**src/rtl/distance_text_buffer.sv**
```systemverilog
// Converts distance samples (cm) to decimal ASCII with a double-dabble engine and serves a 4x16 text screen.
// Optional NO SIGNAL timeout banner is enabled by defining DIST_TIMEOUT_EN.
module distance_text_buffer #(
   parameter int unsigned MAX_CM         = 400,
   parameter int unsigned TIMEOUT_CYCLES = 65_000_000
) (
   input  logic        pclk,
   input  logic        rst,
   input  logic [15:0] distance_cm,
   input  logic        distance_valid,
   input  logic [6:0]  char_xy,
   output logic [6:0]  char_code,
   output logic        busy
);
   typedef enum logic [1:0] {IDLE, SHIFT, COMMIT} state_t;

   localparam logic [16:0]  MAX_W  = 17'(MAX_CM);
   localparam logic [127:0] ROW0   = "DIST:       cm  ";
   localparam logic [127:0] ROW_OK = "STATUS: OK      ";
   localparam logic [127:0] ROW_OR = "OUT OF RANGE    ";
   localparam logic [127:0] ROW_NS = "NO SIGNAL       ";

   state_t      state_q;
   logic [35:0] sh_q;
   logic [35:0] adj_d;
   logic [35:0] sh_d;
   logic [4:0]  cnt_q;
   logic        oor_q;
   logic [15:0] pend_q;
   logic        pend_v_q;
   logic [15:0] src_d;
   logic [19:0] disp_q;
   logic        disp_oor_q;
   logic        busy_q;
   logic [6:0]  char_q;
   logic [6:0]  char_d;
   logic        no_sig;
   logic [1:0]  row;
   logic [3:0]  col;
   logic [3:0]  k;
   logic [3:0]  dig;
   logic [4:0]  blank;
   logic        unused_xy;

   function automatic logic over_max(input logic [15:0] v);
      return {1'b0, v} > MAX_W;
   endfunction

   function automatic logic [6:0] str_at(input logic [127:0] s,
                                         input logic [3:0] c);
      return s[{~c, 3'b000} +: 7];
   endfunction

   always_comb begin
      adj_d = sh_q;
      for (int i = 0; i < 5; i++) begin
         if (sh_q[16+4*i +: 4] >= 4'd5)
            adj_d[16+4*i +: 4] = sh_q[16+4*i +: 4] + 4'd3;
      end
      sh_d  = {adj_d[34:0], 1'b0};
      // a fresh sample beats the pending one when starting from IDLE
      src_d = (state_q == IDLE && distance_valid) ? distance_cm : pend_q;
   end

   always_ff @(posedge pclk or posedge rst) begin
      if (rst) begin
         state_q    <= IDLE;
         sh_q       <= '0;
         cnt_q      <= '0;
         oor_q      <= 1'b0;
         pend_q     <= '0;
         pend_v_q   <= 1'b0;
         disp_q     <= '0;
         disp_oor_q <= 1'b0;
         busy_q     <= 1'b0;
      end else begin
         unique case (state_q)
            IDLE: begin
               if (distance_valid || pend_v_q) begin
                  sh_q     <= {20'd0, src_d};
                  cnt_q    <= '0;
                  oor_q    <= over_max(src_d);
                  pend_v_q <= 1'b0;
                  state_q  <= SHIFT;
                  busy_q   <= 1'b1;
               end
            end
            SHIFT: begin
               sh_q  <= sh_d;
               cnt_q <= cnt_q + 5'd1;
               if (cnt_q == 5'd15)
                  state_q <= COMMIT;
               if (distance_valid) begin
                  pend_q   <= distance_cm;
                  pend_v_q <= 1'b1;
               end
            end
            COMMIT: begin
               disp_q     <= sh_q[35:16];
               disp_oor_q <= oor_q;
               if (pend_v_q) begin
                  sh_q    <= {20'd0, src_d};
                  cnt_q   <= '0;
                  oor_q   <= over_max(src_d);
                  state_q <= SHIFT;
               end else begin
                  state_q <= IDLE;
                  busy_q  <= 1'b0;
               end
               pend_v_q <= distance_valid;
               if (distance_valid)
                  pend_q <= distance_cm;
            end
            default: state_q <= IDLE;
         endcase
      end
   end

`ifdef DIST_TIMEOUT_EN
   localparam logic [25:0] TO_W = 26'(TIMEOUT_CYCLES);
   logic [25:0] to_q;

   always_ff @(posedge pclk or posedge rst) begin
      if (rst)
         to_q <= '0;
      else if (distance_valid)
         to_q <= '0;
      else if (to_q != TO_W)
         to_q <= to_q + 26'd1;
   end

   assign no_sig = (to_q == TO_W);
`else
   assign no_sig = 1'b0;
`endif

   assign row       = char_xy[5:4];
   assign col       = char_xy[3:0];
   assign unused_xy = char_xy[6];

   always_comb begin
      blank    = '0;
      blank[4] = (disp_q[19:16] == 4'd0);
      blank[3] = blank[4] && (disp_q[15:12] == 4'd0);
      blank[2] = blank[3] && (disp_q[11:8] == 4'd0);
      blank[1] = blank[2] && (disp_q[7:4] == 4'd0);
      k        = 4'd10 - col;
      case (k[2:0])
         3'd0:    dig = disp_q[3:0];
         3'd1:    dig = disp_q[7:4];
         3'd2:    dig = disp_q[11:8];
         3'd3:    dig = disp_q[15:12];
         3'd4:    dig = disp_q[19:16];
         default: dig = 4'd0;
      endcase
      char_d = 7'h20;
      case (row)
         2'd0: begin
            if (col >= 4'd6 && col <= 4'd10) begin
               if (disp_oor_q)
                  char_d = 7'h2D;
               else if (blank[k[2:0]])
                  char_d = 7'h20;
               else
                  char_d = {3'b011, dig};
            end else begin
               char_d = str_at(ROW0, col);
            end
         end
         2'd1: begin
            if (no_sig)
               char_d = str_at(ROW_NS, col);
            else if (disp_oor_q)
               char_d = str_at(ROW_OR, col);
            else
               char_d = str_at(ROW_OK, col);
         end
         default: char_d = 7'h20;
      endcase
   end

   always_ff @(posedge pclk or posedge rst) begin
      if (rst)
         char_q <= 7'h20;
      else
         char_q <= char_d;
   end

   assign char_code = char_q;
   assign busy      = busy_q;
endmodule

```
**config.mk**
```make
export PLATFORM = sky130hd
export DESIGN_NAME = distance_text_buffer
export DESIGN_NICKNAME = d
export VERILOG_FILES = /design/src/rtl/distance_text_buffer.sv
export SDC_FILE = /design/constraint.sdc
export NUM_CORES = 1
export LEC_CHECK = 0
export BUFFER_PORTS_ARGS = -buffer_cell sky130_fd_sc_hd__buf_2
export CAP_MARGIN = 20
export CORE_ASPECT_RATIO = 1.5
export CORE_UTILIZATION = 62
export DETAILED_ROUTE_END_ITERATION = 7
export MAX_ROUTING_LAYER = met4
export PLACE_DENSITY = 0.8
export SLEW_MARGIN = 15
export SYNTH_ARGS = -nofsm -noshare
export SYNTH_HDL_FRONTEND = slang
export SYNTH_SLANG_ARGS = --single-unit
```
**constraint.sdc**
```tcl
create_clock -name pclk -period 4.75 [get_ports pclk]
set_input_delay 0.2375 -clock pclk [delete_from_list [all_inputs] [get_ports pclk]]
set_output_delay 0.2375 -clock pclk [all_outputs]
set_load 0.02 [all_outputs]
```
# == Word-level counts from Yosys, hierarchy flattened ==
# Index checks and enable logic that the tools add are counted.
# W data, S select, Z words.
# classes
addsub,7
order_cmp,9
eq_ne,13
shift,3
muxes,33
bitwise_logic,1
n_reduce_logical,22
# ops
cell,count
$shiftx A128 B8 Y7 const A,3
$pmux W36 S3,1
$mux W36,2
$ge A4 B3 Y1 const B,6
$mux W5,4
$pmux W4 S5,1
$add A4 B2 Y4 const B,4
$gt A16 B9 Y1 const B,1
$logic_not A4 Y1,4
$mux W16,1
$mux W4,4
$pmux W5 S3,1
$mux W7,2
$pmux W7 S2,1
$reduce_and A3 Y1,4
$mux W1,8
$ne A2 B2 Y1 const B,4
$eq A3 B2 Y1 const B,2
$pmux W2 S3,1
$add A5 B1 Y5 const B,1
$eq A5 B4 Y1 const B,1
$logic_and A1 B1 Y1,5
$eq A2 B1 Y1 const B,2
$le A4 B4 Y1 const B,1
20 further kinds,24
# totals
regBits,90
in_bits,26
output_inout_bits,8
word_cells,98

# == Logic depth before layout (Yosys ltp) ==
# Gate-level depths: netlist of the first run.
# logic_depth
ltp_word,10
depth_mapped,8
depth_no_buf,7

# == Least setup slack after synthesis of the first run ==
# OpenSTA, ideal clock, no wires.
# synth_timing
path_kind,reg2reg
start,reg state_q[0]
end,reg disp_q[10]
setup_ns,0.125
t_arrival_ns,1.698
required_ns,4.625
slack_ns,2.927
path_stages_with_launch,6
path_buffers,2
synth_period_minus_slack_ns,1.823
cell_sequence,dfrtp_1 inv_1 ha_1 clkbuf_1 buf_1 mux2_2
# synth_via
elab_chain_len,1
# synth_rtl
item,line_no,rtl
from (decl),23,state_t state_q;
from (signal assigned),67,state_q <= IDLE;
from (signal assigned),84,state_q <= SHIFT;
from (signal assigned),92,state_q <= COMMIT;
$eq A2 B2 Y1,77,unique case (state_q)
to (signal assigned),99,disp_q <= sh_q[35:16];
to (decl),32,logic [19:0] disp_q;
# No other way between the ends.
# A chain may end at the register's enable or synchronous reset.

# == Final worst setup path of the first run ==
# layout_timing
start,reg state_q[0]
end,reg sh_q[29]
# layout_via
elab_chain_len,3
word_cells_on_any_way,8
cone_classes,eq/ne (4); mux (1); reduce/logical (3)
# layout_rtl
item,line_no,rtl
"$eq A2 B2 Y1, or another cell as far along",77,
"$ne A2 B2 Y1 (no source line), or another cell as far along",--,
$reduce_and A3 Y1 (no source line),--,
to (signal assigned),80,"sh_q <= {20'd0, src_d};"
to (signal assigned),102,"sh_q <= {20'd0, src_d};"
to (decl),24,logic [35:0] sh_q;
# Parallel ways exist; a longest one is shown, timed or not.

==> reports/metrics.cfg, run 1 <==
[clocking]
clock-root-buffer = clkbuf_16
clockBufferDepth = 2
tritoncts = built
cts_resized = 0
postCtsHoldBufs = 0
post-cts-setup-buffers = 0
cts-htree-levels = 3
clk_pin_slew_worst_paths_ns = 0.06
insertion_delay_ns = 0.35
cts_inserted_buffers = 9
cts_sinks = 90

[timing]
fin_worst_skew_ns = 0.00904
maxSlewHeadroom = 0.483
rsz0062_at_grt = no
finalSetupViolCount = 0
hold_viol = 0
tightest_slew_ns = 0.774
timing.final.max_slew_violations = 0
fmax_mhz = 384
fin_crit_ns = 2.60
period_share = 0.548
hold_ws_ns = 0.000933
fin_setup_tns_ns = 0

[floorplanning]
rows = 40
ios = 34
chipHeight_um = 114
die_x_um = 76.4
die_area_mm2 = 0.00868
core_mm2 = 0.00801
start_util = 0.643

[yosys]
synth_largest_area_cell = dfrtp_1
synth.most_common_cell = dfrtp_1
synth_area_leaders = dfrtp_1, mux2_2, ha_1, nand2_1, o21ai_0
synth_common_cells = dfrtp_1, nand2_1, o21ai_0
synth.distinct_cells = 53
synth_edf_count = 0
syn_inst = 548
synth-seq-cells = 90
syn_avg_cell_area_um2 = 9.40
synth_fp_nets = 604
yosysWarnings = 0
seq_area_frac_synth = 0.438
synth-async-reset-ratio = 1.00
yosysTopAreaCellShare = 0.433
syn_area_mm2 = 0.00515
synth_ff_type = dfrtp_1

[detailed_routing]
route.detailed.drc = 0
vias = 4229
drtAntennaViolNets = 0
first_pass_iters = 5
avgRoutedWirePerCell_um = 16.9
wl_um = 11500
vias_per_cell = 6.25
drt_iter0_markers = 245

[cells_and_area]
insertedDiodeCount = 0
drive_above_1_share = 0.178
nNetsFinal = 623
fill_cells = 618
area_delta_synth_final_pct = 10.8
fin_cells = 677
final_area_mm2 = 0.00570

[setup_path]
critPathArrivalTime_ns = 2.82
worstPathRequired_ns = 4.97
critPathLaunchType = flop
critPathMaxStageDelay_ns = 0.43
cp_max_fo = 25
crit_path_end_kind = flop
crit_type = flop to flop
cp_common_cell = buf_4
cp_slowest_cell = dfrtp_1
r2r_start = state_q[0]
ff2ff_path_depth = 9
regToRegSetupSlack_ns = 2.15
crit_chain = inv_1, ha_1, buf_4, nand2b_1, nor2b_1, o21bai_4, buf_4, or2_2, o21ai_0
critPathLaunch = state_q[0]
regToRegEndpoint = sh_q[29]

[hold_path]
min_path_type = primary input to asynchronous set/reset pin

[placement]
dp_cells = 661
port_buffers = 32
place.gp.congestion = 0.913
place_hpwl_um = 7710
place_area_mm2 = 0.00537

[power]
peakVddDrop_mv = 0.350
power.density_mw_per_mm2 = 467
p_total_uw = 2660
p_comb_frac = 0.292
p_sw_uw = 925
p_int_uw = 1740
p_clk_frac = 0.299
power_leakage_uw = 0.00240
sw_frac_of_total = 0.348
seq_power_share = 0.409

[global_routing]
grt_pass1_vias = 4109
antenna_found_initial = 0
track_usage = 0.289
grt_max_degree = 47
globalRouteOverflowTotal = 0
grt_pass1_wl_um = 19300

[job]
cap_violations = 0

[status]
status = complete, no violations

## per-layer routing
metal,up-vias,part of all wire,GRT usage
li1,2004,-,-
met1,2035,0.39,0.312
met2,150,0.54,0.518
met3,40,0.036,0.0264
met4,0,0.035,0.165
met5,-,0,-
## worst max-delay path by stage
stage	slack, ns	endpoint	cells after the start
2_1_floorplan	2.18	busy	1
6_report	2.15	sh_q[29]	9
3_5_place_dp	2.17	sh_q[29]	9
3_3_place_gp	2.29	sh_q[26]	9
4_1_cts	2.13	sh_q[29]	9
5_1_grt	1.89	sh_q[18]	9
## final cells by class
type	count	area [um^2]	share of cell area
multi-input cells	406	2690	0.472
flip-flops and latches	90	2250	0.395
clock buffers	11	253	0.0443
repair buffers	38	205	0.0360
well taps	105	131	0.0230
clock inverters	5	85.1	0.0149
inverters	22	83.8	0.0147
## metrics by stage
step                      setup WS [ns]  utilization
after floorplan                    2.18            -
after detailed placement           2.17        0.670
final                              2.15        0.712
after CTS                          2.13        0.712
after global routing               1.89        0.712
after global placement             2.29        0.670
## power by group through the flow
stage               clock network (uW)  logic, uW  registers [uW]
CTS                                801        775            1080
floorplan                            0        596            1050
detailed placement                   0        762            1090
global placement                     0        727            1080
finish                             797        776            1090
global route                       827        873            1110
## state kept, by name, indices dropped and copies added, names as in the netlist
signal      cells
state_q         2
busy            1
oor_q           1
char_code       7
disp_oor_q      1
pend_q         16
disp_q         20
cnt_q           5
sh_q           36
pend_v_q        1
## cell families (layout without fill, tap and decap cells)
family                     count (synthesis)  after routing  synth area share
AOI/OAI and AO/OA                        168            168             0.200
and+or+nand+nor                          158            158             0.140
DFF                                       90             90             0.438
buffers and inverters                     52             76            0.0416
muxes                                     41             41            0.0887
adders and majority gates                 30             30            0.0729
xor gates and xnor gates                   9              9            0.0190
## placed cells by master (no fill, tap or decap), drive strengths merged, types with 4 or more instances in the layout
cell type	n
buf	38
xnor2	7
nand2b	13
ha	30
dfrtp	89
a21oi	54
nor3b	4
o41ai	4
a22o	7
inv	21
o21ai	55
nand3	20
o32ai	4
nand2	79
clkbuf	11
nor2	20
o211ai	6
mux2	37
nor3	6
o22ai	4
o31ai	8
a22oi	5
mux2i	4
## critical path: cells and delay by family (launching register included)
family	cells	cell delay, ns
buffers and inverters	3	0.70
AND/OR/NAND/NOR	3	0.66
AO/OA/AOI/OAI	2	0.53
flip-flops	1	0.43
adder cells (fa/ha/maj)	1	0.16
Note: power is estimated with default switching activity, not from simulation.
==> inputs of run 2 (changes only) <==
- CORE_UTILIZATION: 62 -> 55
- PLACE_DENSITY: 0.8 -> 0.75
- clock period: 4.75 -> 2.3 ns (I/O delays scaled with it)
==> reports/metrics.cfg, run 2 (same netlist as run 1, synthesis figures left out) <==
[cells_and_area]
final_cell_mix = dfrtp_1, nand2_1, o21ai_0
final_common_cell = dfrtp_1
fin_cells = 688  ; +1.6%
final_core_util = 0.644  ; -0.0682
top_register = sh_q
area_delta_synth_final_pct = 11.8
nNetsFinal = 629  ; +0.96%
largest_register_ffs = 36  ; unchanged
reg_top3 = sh_q: 36 flops, disp_q: 20 flops, pend_q: 16 flops
drive_above_1_share = 0.185  ; +0.00680
final_area_mm2 = 0.00575  ; +0.88%
insertedDiodeCount = 0  ; unchanged

[setup_path]
path_delay_family = buffers and inverters
crit_type = flop to flop
critPathLaunchType = flop
ff2ff_path_depth = 8  ; -1
worst-path-buf-inv = 2  ; -1
endpoint = cnt_q[2]
cp_slowest_cell = dfrtp_1
regToRegSetupSlack_ns = 0.28  ; -1.87 ns
cp_max_fo = 50  ; +100%
critPathArrivalTime_ns = 2.25  ; -0.57 ns
crit_chain = inv_1, ha_1, nand2b_1, nor2b_1, o21bai_4, buf_4, o21ai_0, a22o_1
worstPathRequired_ns = 2.53  ; -2.44 ns
regToRegEndpoint = cnt_q[2]
path_depth = 8  ; -1
crit_path_end_kind = flop
critPathMaxStageDelay_ns = 0.43  ; about the same
critPathLaunch = state_q[0]
r2r_start = state_q[0]

[clocking]
cts_inserted_buffers = 9  ; unchanged
cts_sinks = 90  ; unchanged
clockBufferDepth = 2  ; unchanged
insertion_delay_ns = 0.34  ; about the same
clock-root-buffer = clkbuf_16
clk_pin_slew_worst_paths_ns = 0.06  ; about the same
post-cts-setup-buffers = 0  ; unchanged
tritoncts = built
cts-htree-levels = 3  ; unchanged

[global_routing]
grt_max_degree = 51  ; +8.5%
globalRouteOverflowTotal = 0  ; unchanged
antenna_found_initial = 0  ; unchanged
grt_pass1_wl_um = 19400  ; +0.65%
grt_pass1_vias = 4134  ; +0.61%
track_usage = 0.268  ; -0.0214

[power]
power_leakage_uw = 0.00242  ; +0.76%
power.density_mw_per_mm2 = 937  ; +100%
peakVddDrop_mv = 0.691  ; +97%

[floorplanning]
core_mm2 = 0.00893  ; +12%
die_area_mm2 = 0.00976  ; +12%
chipHeight_um = 120  ; +6.1%
start_util = 0.576  ; -0.0666
ios = 34  ; unchanged
rows = 42  ; +5.0%
die_x_um = 81  ; +6.0%

[placement]
dp_cells = 671  ; +1.5%
port_buffers = 32  ; unchanged
place_area_mm2 = 0.00543  ; +1.1%
place.gp.congestion = 0.833  ; -8.8%
place_hpwl_um = 7920  ; +2.8%

[detailed_routing]
vias_per_cell = 6.17  ; -1.3%
wl_um = 11300  ; -1.9%
drtAntennaViolNets = 0  ; unchanged
avgRoutedWirePerCell_um = 16.4  ; -3.5%
first_pass_iters = 5  ; unchanged
route.detailed.drc = 0  ; unchanged
vias = 4242  ; +0.31%
drt_iter0_markers = 260  ; +6.1%

[timing]
finalSetupViolCount = 0  ; unchanged
hold_ws_ns = 0.0396  ; +0.0387 ns
rsz0062_at_grt = no
fmax_mhz = 494  ; +29%
tightest_slew_ns = 0.725  ; -0.0490 ns
period_share = 0.880  ; +0.332
fin_crit_ns = 2.02  ; -0.578 ns
fin_worst_skew_ns = 0.00747  ; -0.00157 ns
timing.final.max_slew_violations = 0  ; unchanged
maxSlewHeadroom = 0.515  ; +0.0321
hold_viol = 0  ; unchanged
fin_setup_tns_ns = 0  ; unchanged

[job]
cap_violations = 0  ; unchanged

[status]
status = complete, no violations

[hold_path]
min_path_type = primary input to flop
min_from = distance_cm[13]

[run 2: cell count changes in the layout (fill, tap and decap cells not counted), sizes merged]
| cell | change |
|---|---|
| buf | +5 |
| inv | -1 |
| clkbuf | -2 |
| clkinv | +1 |
| clkinvlp | +2 |
| dlygate4sd3 | +1 |
[run 2: final cells by class]
class | count | area (um^2)
Multi-Input combinational cell | 406 | 2690
Inverter | 22 | 86.3
Timing Repair Buffer | 44 | 265
Clock inverter | 7 | 93.8
Fill cell | 721 | 3180
Sequential cell | 90 | 2250
Clock buffer | 9 | 225
Tap cell | 110 | 138
[run 2: metal layers]
layer / global-route usage / share of wire / vias to the layer above
li1: - / - / 2019
met1: 0.293 / 0.38 / 2040
met2: 0.453 / 0.54 / 135
met3: 0.0362 / 0.035 / 48
met4: 0.158 / 0.041 / 0
met5: - / 0 / -
[run 2: how the worst min path moves through the flow]
| stage | cells past startpoint | slack, ns | endpoint |
|---|---|---|---|
| floorplan | 1 | 0.21 | char_code[0] |
| global placement | 2 | 0.23 | sh_q[25] |
| CTS | 2 | 0.03 | char_code[6] |
| finish | 2 | 0.04 | pend_q[13] |
| detailed placement | 2 | 0.24 | sh_q[25] |
| global route | 2 | 0.04 | pend_q[13] |
[run 2: power breakdown]
part	total [uW]	leakage (uW)	internal (uW)	switching, uW
registers	2230	0.00109	1950	283
logic	1600	0.00118	636	962
clock network	1560	0.000151	949	610
total	5390	0.00242	3540	1860
[run 2: what timing repair did]
| action | CTS | global route |
|---|---|---|
| hold endpoints to repair | 27 | 0 |
| hold buffers | 1 | 0 |
| setup endpoints to repair | 0 | 0 |
| gates resized for setup | 0 | 0 |
[run 2: per-stage QoR]
step                setup WS, ns  power (uW)
finish                     0.275        5390
detailed placement         0.262        3860
floorplan                  0.477        3410
global route              0.0384        5760
CTS                        0.251        5420
global placement           0.327        3770
